`config.mk`:
```
export PLATFORM = sky130hd
export DESIGN_NAME = shot_generator
export DESIGN_NICKNAME = d
export VERILOG_FILES = /design/src/rtl/game_pkg.sv /design/src/rtl/shot_generator_lfsr.sv /design/src/rtl/shot_generator.sv
export SDC_FILE = /design/constraint.sdc
export NUM_CORES = 1
export LEC_CHECK = 0
export BUFFER_PORTS_ARGS = -buffer_cell sky130_fd_sc_hd__buf_2
export CAP_MARGIN = 5
export CORE_UTILIZATION = 45
export CTS_CLUSTER_DIAMETER = 150
export CTS_CLUSTER_SIZE = 24
export DETAILED_ROUTE_END_ITERATION = 8
export PLACE_DENSITY = 0.67
export SYNTH_ARGS = -nofsm -noshare
export SYNTH_HDL_FRONTEND = slang
export SYNTH_SLANG_ARGS = --single-unit
```
`constraint.sdc`:
```
create_clock -name clk -period 1.4 [get_ports clk]
set_input_delay 0.14 -clock clk [delete_from_list [all_inputs] [get_ports clk]]
set_output_delay 0.14 -clock clk [all_outputs]
set_load 0.005 [all_outputs]
```
`src/rtl/game_pkg.sv`:
```
// Shared game types: top-level game state/mode, shot frame opcodes and the
// shot generator FSM states.
package game_pkg;

  typedef enum logic [1:0] {START, SHOOTER, KEEPER, SCORE} g_state;
  typedef enum logic {SOLO, MULTI} g_mode;

  // Opcodes in uart_data[7:5]; the shooter-side transmitter uses the same set.
  localparam logic [2:0] SHOT_X_HI = 3'b001;
  localparam logic [2:0] SHOT_X_LO = 3'b010;
  localparam logic [2:0] SHOT_Y_HI = 3'b011;
  localparam logic [2:0] SHOT_Y_LO = 3'b100;

  typedef enum logic [1:0] {SH_IDLE, SH_COLLECT, SH_COMMIT, SH_HOLD} shot_state;

  function automatic logic [9:0] clamp10(input logic [9:0] v, input logic [9:0] lim);
    return (v > lim) ? lim : v;
  endfunction

endpackage

```
`src/rtl/shot_generator_lfsr.sv`:
```
// 16-bit Fibonacci LFSR, x^16+x^14+x^13+x^11; free-running, never reaches zero.
module lfsr16 #(
  parameter logic [15:0] SEED = 16'hACE1
) (
  input  logic        clk,
  input  logic        rst,
  output logic [15:0] value
);

  logic [15:0] r_value;
  logic        w_fb;

  assign w_fb  = r_value[0] ^ r_value[2] ^ r_value[3] ^ r_value[5];
  assign value = r_value;

  always_ff @(posedge clk or negedge rst) begin
    if (!rst) r_value <= SEED;
    else      r_value <= {w_fb, r_value[15:1]};
  end

endmodule

```
`src/rtl/shot_generator.sv`:
```
// Shot target generator: random position in SOLO, UART-assembled position in
// MULTI; holds the position for the whole KEEPER round.
module shot_generator
  import game_pkg::*;
#(
  parameter int X_MIN = 150,
  parameter int Y_MIN = 250,
  parameter int X_LIM = 923,
  parameter int Y_LIM = 667
) (
  input  logic       clk,
  input  logic       rst,
  input  g_state     game_state,
  input  g_mode      game_mode,
  input  logic [7:0] uart_data,
  input  logic       uart_valid,
  output logic [9:0] shot_xpos,
  output logic [9:0] shot_ypos,
  output logic       shot_valid
);

  localparam logic [9:0] XMIN10 = 10'(X_MIN);
  localparam logic [9:0] YMIN10 = 10'(Y_MIN);
  localparam logic [9:0] XLIM10 = 10'(X_LIM);
  localparam logic [9:0] YLIM10 = 10'(Y_LIM);

  shot_state   r_state, w_state_nxt;
  logic        r_keeper_d;
  logic [3:0]  r_mask, w_mask_nxt, w_mask_upd;
  logic [9:0]  r_x, r_y, w_x_nxt, w_y_nxt, w_x_upd, w_y_upd;
  logic [9:0]  r_xpos, r_ypos, w_xpos_nxt, w_ypos_nxt;
  logic        r_valid, w_valid_nxt;
  logic [15:0] w_lfsr;
  logic        w_keeper, w_entry;

  lfsr16 #(.SEED(16'hACE1)) u_lfsr (
    .clk   (clk),
    .rst   (rst),
    .value (w_lfsr)
  );

  assign w_keeper   = (game_state == KEEPER);
  assign w_entry    = w_keeper && !r_keeper_d;
  assign shot_xpos  = r_xpos;
  assign shot_ypos  = r_ypos;
  assign shot_valid = r_valid;

  // Frame decode; only consumed while collecting.
  always_comb begin
    w_mask_upd = r_mask;
    w_x_upd    = r_x;
    w_y_upd    = r_y;
    if (uart_valid) begin
      case (uart_data[7:5])
        SHOT_X_HI: begin w_x_upd[9:5] = uart_data[4:0]; w_mask_upd[0] = 1'b1; end
        SHOT_X_LO: begin w_x_upd[4:0] = uart_data[4:0]; w_mask_upd[1] = 1'b1; end
        SHOT_Y_HI: begin w_y_upd[9:5] = uart_data[4:0]; w_mask_upd[2] = 1'b1; end
        SHOT_Y_LO: begin w_y_upd[4:0] = uart_data[4:0]; w_mask_upd[3] = 1'b1; end
        default: ;
      endcase
    end
  end

  always_comb begin
    w_state_nxt = r_state;
    w_mask_nxt  = r_mask;
    w_x_nxt     = r_x;
    w_y_nxt     = r_y;
    w_xpos_nxt  = r_xpos;
    w_ypos_nxt  = r_ypos;
    w_valid_nxt = r_valid;
    case (r_state)
      SH_IDLE: begin
        if (w_entry) begin
          if (game_mode == SOLO) begin
            w_xpos_nxt  = XMIN10 + {1'b0, w_lfsr[8:0]};
            w_ypos_nxt  = YMIN10 + {3'b000, w_lfsr[15:9]};
            w_valid_nxt = 1'b1;
            w_state_nxt = SH_HOLD;
          end else begin
            w_mask_nxt  = 4'b0000;
            w_state_nxt = SH_COLLECT;
          end
        end
      end
      SH_COLLECT: begin
        // Leaving KEEPER beats a completing frame in the same cycle.
        if (!w_keeper) begin
          w_mask_nxt  = 4'b0000;
          w_state_nxt = SH_IDLE;
        end else begin
          w_mask_nxt = w_mask_upd;
          w_x_nxt    = w_x_upd;
          w_y_nxt    = w_y_upd;
          if (w_mask_upd == 4'b1111) w_state_nxt = SH_COMMIT;
        end
      end
      SH_COMMIT: begin
        w_xpos_nxt  = clamp10(r_x, XLIM10);
        w_ypos_nxt  = clamp10(r_y, YLIM10);
        w_valid_nxt = 1'b1;
        w_state_nxt = SH_HOLD;
      end
      SH_HOLD: begin
        if (!w_keeper) begin
          w_valid_nxt = 1'b0;
          w_state_nxt = SH_IDLE;
        end
      end
      default: w_state_nxt = SH_IDLE;
    endcase
  end

  always_ff @(posedge clk or negedge rst) begin
    if (!rst) begin
      r_state    <= SH_IDLE;
      r_keeper_d <= 1'b0;
      r_mask     <= 4'b0000;
      r_x        <= '0;
      r_y        <= '0;
      r_xpos     <= XMIN10;
      r_ypos     <= YMIN10;
      r_valid    <= 1'b0;
    end else begin
      r_state    <= w_state_nxt;
      r_keeper_d <= w_keeper;
      r_mask     <= w_mask_nxt;
      r_x        <= w_x_nxt;
      r_y        <= w_y_nxt;
      r_xpos     <= w_xpos_nxt;
      r_ypos     <= w_ypos_nxt;
      r_valid    <= w_valid_nxt;
    end
  end

endmodule
```
=== Word-level counts from Yosys, hierarchy flattened ===
Index checks and enable logic that the tools add are counted.

* Bits in registers: 64
* Latch bits: 0
* Memory bits (writable): 0
* Memory bits (read-only): 0
* Input port bits: 14
* Output and inout port bits: 21
* Logic and storage cells: 73
* Memories kept: 0

* $add $sub $neg: 2
* Multiply operators: 0
* Div/mod/pow operators: 0
* Magnitude comparators: 2
* Equal/unequal tests: 14
* Shifts and indexed selects: 0
* Multiplexer cells: 27
* Bitwise operators: 3
* Reductions and logical operators: 14

{| class="wikitable"
|+ Operator list
! cell !! number
|-
| two-way mux 10 bit || 6
|-
| case mux 10 bit (2 select lines) || 2
|-
| greater-than comparator 10 bit, second input constant || 2
|-
| AND reduction 4 bit || 5
|-
| two-way mux 4 bit || 4
|-
| adder 8 x 9 -> 10 bit, first input constant || 1
|-
| two-way mux 2 bit || 5
|-
| adder 8 x 7 -> 9 bit, first input constant || 1
|-
| AND reduction 3 bit || 3
|-
| != test 2 bit, second input constant || 4
|-
| case mux 2 bit (4 select lines) || 1
|-
| case mux 4 bit (2 select lines) || 1
|-
| two-way mux 1 bit || 7
|-
| equality test 2 bit, second input constant || 3
|-
| equality test 3 x 2 -> 1 bit, second input constant || 2
|-
| equality test 4 bit, second input constant || 1
|-
| nonzero test 2 bit || 2
|-
| equality test 3 x 1 -> 1 bit, second input constant || 1
|-
| equality test 3 bit, second input constant || 1
|-
| != test 3 bit, second input constant || 1
|-
| case mux 1 bit (3 select lines) || 1
|-
| nonzero test 3 bit || 1
|-
| bitwise XOR 1 bit || 3
|-
| equality test 2 x 1 -> 1 bit, second input constant || 1
|-
| 3 further kinds || 3
|}

=== Depth between registers and ports, before layout ===
* Depth after elaboration: 7
* Depth in mapped cells: 6
* Depth with buffers taken out: 6

=== Cells and area by module ===
From an unflattened synthesis, not the netlist that was laid out.

* Cells, all modules: 251
* Area, all modules: 2,872.8 sq um

{| class="wikitable"
|+ Modules (own cells, without submodules)
! module !! times used !! cells an instance !! area each (sq um) !! seq. area each (sq um)
|-
| shot_generator || 1 || 232 || 2,436.1 || 1,213.7
|-
| lfsr16 || 1 || 19 || 436.7 || 410.4
|}

=== Least setup slack after synthesis ===
No wires, ideal clock.

* Kind: reg-to-reg
* From: register r_state[1]
* To: register r_y[0]
* Library setup time: 0.125 ns
* Arrival: 1.341 ns
* Required time: 1.275 ns
* Setup slack: -0.066 ns
* Stages on the path, launching flop included: 5
* Path buffers: 1
* Clock period less this slack: 1.466 ns
* Path through: dfrtp_1 buf_4 nor3_4 nand2_4 mux2_4

* Cells in the longest elaborated chain, start to end: 2

{| class="wikitable"
|+ RTL lines
! item !! RTL line !! source
|-
| start, declared || shot_generator.sv:27 || <nowiki>shot_state r_state, w_state_nxt;</nowiki>
|-
| start signal, assigned || shot_generator.sv:125 || <nowiki>r_state <= w_state_nxt;</nowiki>
|-
| equality test 2 x 1 -> 1 bit || shot_generator.sv:72 || <nowiki>case (r_state)</nowiki>
|-
| AND reduction 4 bit (no line) || -- ||
|-
| end signal, assigned || shot_generator.sv:129 || <nowiki>r_y <= w_y_nxt;</nowiki>
|-
| end, declared || shot_generator.sv:30 || <nowiki>logic [9:0] r_x, r_y, w_x_nxt, w_y_nxt, w_x_upd, w_y_upd;</nowiki>
|}

No other way between the ends.
A chain may end at the register's enable or synchronous reset.

=== Worst setup path in the final report ===
* From: register r_keeper_d
* To: register r_xpos[7], in the netlist shot_xpos[7]

* Cells in the longest elaborated chain, start to end: 4

{| class="wikitable"
|+ RTL lines
! item !! RTL line !! source
|-
| start, declared || shot_generator.sv:28 || <nowiki>logic r_keeper_d;</nowiki>
|-
| start signal, assigned || shot_generator.sv:126 || <nowiki>r_keeper_d <= w_keeper;</nowiki>
|-
| logical NOT 1 bit || shot_generator.sv:43 || <nowiki>assign w_entry = w_keeper && !r_keeper_d;</nowiki>
|-
| logical AND 1 bit || shot_generator.sv:43 ||
|-
| != test 2 bit (no line) || -- ||
|-
| AND reduction 3 bit (no line) || -- ||
|-
| end signal, assigned || shot_generator.sv:130 || <nowiki>r_xpos <= w_xpos_nxt;</nowiki>
|-
| end, declared || shot_generator.sv:31 || <nowiki>logic [9:0] r_xpos, r_ypos, w_xpos_nxt, w_ypos_nxt;</nowiki>
|}

No other way between the ends.

==> impl_metrics.tcl <==
set metrics [dict create \
    status "complete, but fails checks" \
    violations "setup timing" \
    setup_viol 18 \
    arrival_ns 1.80 \
    die-area_sq_mm 0.00691 \
    synth_mux_area_share_pct 9.47 \
    rsz0062_at_grt "true" \
    drt_first_pass_iters 4 \
    r2r_start "r_keeper_d" \
    cp-startpoint "r_keeper_d" \
    hp-class "in2reg" \
    synth-simple-area-share_pct 14.0 \
    finalClockSkew_ns 0.0103 \
    root_buffer "clkbuf_8" \
    crit_path_end_kind "flop" \
    antennaDiodeCount 0 \
    fin_cells 403 \
    grt_pass1_vias 2144 \
    slowest_stage "dfrtp_1" \
    crit_path_start_kind "flop" \
    max-vdd-ir-drop_mv 0.846 \
    seq_area_frac_synth_pct 54.9 \
    max_freq_mhz 659 \
    detail_route.drc_violations 0 \
    synth_edf_count 0 \
    gp_congestion 0.810 \
    yosysTopAreaCell "dfrtp_1" \
    num_vias 2212 \
    pin_count 35 \
    finalCriticalPeriod_ns 1.52 \
    grt_max_degree 65 \
    finalHoldViolCount 0 \
    clkLatencyLatePin_ns 0.35 \
    grt_overflow 0 \
    drtIter0Drc 155 \
    drv_cap 0 \
    dp_slack_ns -0.0750 \
    cts_tree "done" \
    viasPerCell 5.49 \
    synthArstFlopShare_pct 100 \
    cp_cell_sequence "nor4b_4 -> o21ai_2 -> buf_12 -> a22o_1 -> a31o_2" \
    synth_top_area_share_pct 38.9 \
    wl_microns 6720 \
    syn_area_sq_mm 0.00296 \
    postSynthAreaPerCell_sq_um 12.0 \
    nNetsFinal 337 \
    grt.total_usage_pct 20.4 \
    ys_seq_elements 64 \
    antenna_found_initial 0 \
    synthFlopType "dfrtp_1" \
    row_count 29 \
    drive_above_1_share_pct 48.8 \
    synth.area.top_cells "dfrtp_1, dfstp_2, mux2_4" \
    fillers 488 \
    fin_tns_setup_ns -0.681 \
    critPathBufInv 1 \
    port_buffers 34 \
    fin_crit_sh_pct 108 \
    synth_compound_area_share_pct 15.5 \
    cts_sinks 64 \
    grt_first_pass_wirelength_microns 10800 \
    die_x_microns 83.1 \
    path_class "reg2reg" \
    wl_per_cell_microns 16.7 \
    powerDensity_mw_per_mm2 1850 \
    hp-start "uart_data[0]" \
    initial_utilization_pct 46.6 \
    syn_nets 262 \
    synth.distinct_cells 60 \
    maxSlewHeadroom_pct 70.8 \
    core_area_sq_mm 0.00635 \
    clk_pin_slew_ns 0.07 \
    htree_levels 3 \
    dp.final_hpwl_microns 4530 \
    clk_path_buf_depth 2 \
    synth_top_family_by_area "compound AO/OA/AOI/OAI gates" \
    tightest_slew_ns 0.436 \
    max_stage_delay_ns 0.41 \
    leakage_uw 0.00185 \
    maxSlewViolCount 0 \
    yosysWarnings 0 \
    syn_inst 246 \
    critPathMaxFanout 11 \
    area.growth.synth_to_final_pct 33.1 \
    cp.required_ns 1.68 \
    fin_ws_ns -0.118 \
    hold_slack_ns 0.108 \
    placed_cells 378 \
    crit_family "compound AO/OA/AOI/OAI gates" \
    die_h_microns 83.1 \
    ant_nets 0 \
    cts_made_buffers 9 \
    synth_adder_area_share_pct 0.845 \
    synth_xor_area_share_pct 2.96 \
]
## metal layers
layer	part of all wire [%]	track usage (%)	vias to the layer above
li1	-	-	1059
met1	47	29.0	1095
met2	48	30.0	48
met3	3.4	4.77	10
met4	1.7	8.62	0
met5	0	0	-
## metrics by stage
step	power [uW]	instance area, sq um	utilization (%)
after global placement	5040	3460	54.5
after global routing	7670	3940	62.0
final	7280	3940	62.0
after detailed placement	5090	3460	54.5
after floorplan	3980	2960	-
after CTS	7080	3820	60.2
## worst paths after layout
check,to,slack (ns),cells after the start
min reg2reg,u_lfsr.value[8],0.39,0
min,r_y[0],0.11,2
max,shot_xpos[7],-0.12,5
max in group asynchronous,shot_xpos[7],0.75,3
min in group asynchronous,u_lfsr.value[12],0.33,3
max reg2reg,shot_xpos[7],-0.12,5
## worst reg2reg max path, stage by stage, from the launching register on
cell     delay [ns]
dfrtp_1        0.41
nor4b_4        0.33
o21ai_2        0.11
buf_12         0.16
a22o_1         0.23
a31o_2         0.21
## sequential cells by signal, summed over array words and instances, names as in the netlist
register and count:
r_mask 4, u_lfsr.value 16, r_y 10, r_keeper_d 1, shot_xpos 10, r_x 10, shot_valid 1, shot_ypos 10
r_state 2
## cells in the mapped netlist (2+ instances only)
master and instances:
a2bb2oi_1 2, a31oi_1 3, o21ai_0 15, dfstp_2 18, o31ai_1 6, xnor2_1 6
ha_1 2, xor2_1 4, and3_1 2, a31o_2 2, nor2_1 9, o21a_1 4
mux2_4 15, nor2b_1 2, o22ai_1 4, dfrtp_1 46, inv_1 7, o221ai_1 2
nor3_1 7, a21oi_1 12, and4bb_2 2, buf_2 5, o311a_1 2, mux2_2 4
nand3b_1 2, nand2_1 20, nand3_1 5, a21o_1 2, nand2_4 3, a22oi_1 2
clkbuf_1 2
## layout by cell type, fill, tap and decap left out, drive strengths merged, types with 2 or more instances in the layout
master    instances
buf              71
dfrtp            46
nand2            23
mux2             19
dfstp            18
o21ai            16
a21oi            12
clkbuf           11
nor2              9
inv               8
nor3              8
xnor2             6
o31ai             6
nand3             5
xor2              4
o21a              4
o22ai             4
a31oi             3
nand3b            2
o221ai            2
and4bb            2
a2bb2oi           2
a21o              2
nor4              2
and3              2
o311a             2
clkinvlp          2
bufinv            2
nor4b             2
and2              2
nor2b             2
a22oi             2
a31o              2
ha                2
## final cells by class
class | count | area (sq um) | share of cell area, %
tap | 77 | 96.3 | 2.45
inverter | 8 | 32.5 | 0.826
multi-input combinational | 166 | 1420 | 36.1
timing repair buffer | 72 | 542 | 13.8
clock inverter | 5 | 80.1 | 2.03
sequential | 64 | 1630 | 41.3
clock buffer | 11 | 141 | 3.59
## where the power goes
| group | switching (uW) | leakage [uW] | internal (uW) | total (uW) |
|---|---|---|---|---|
| sequential | 302 | 0.000801 | 2400 | 2700 |
| clock | 709 | 0.000106 | 1050 | 1760 |
| combinational | 1350 | 0.000939 | 1460 | 2820 |
| total | 2360 | 0.00185 | 4910 | 7280 |
## what timing repair did
action                     4_1_cts  5_1_grt
setup buffers                    6        2
hold buffers                     1        0
setup endpoints to repair       24       42
pin swaps                        4        2
hold endpoints to repair        46        0
gates resized for setup         18       29
## logic make-up after synthesis
kind of cell | count (synthesis)
AND/OR/NAND/NOR | 66
flip-flops | 64
AO/OA/AOI/OAI | 68
buffers and inverters | 16
multiplexers | 20
adder cells (fa/ha/maj) | 2
XOR/XNOR | 10
(Power assumes the default switching activity.)
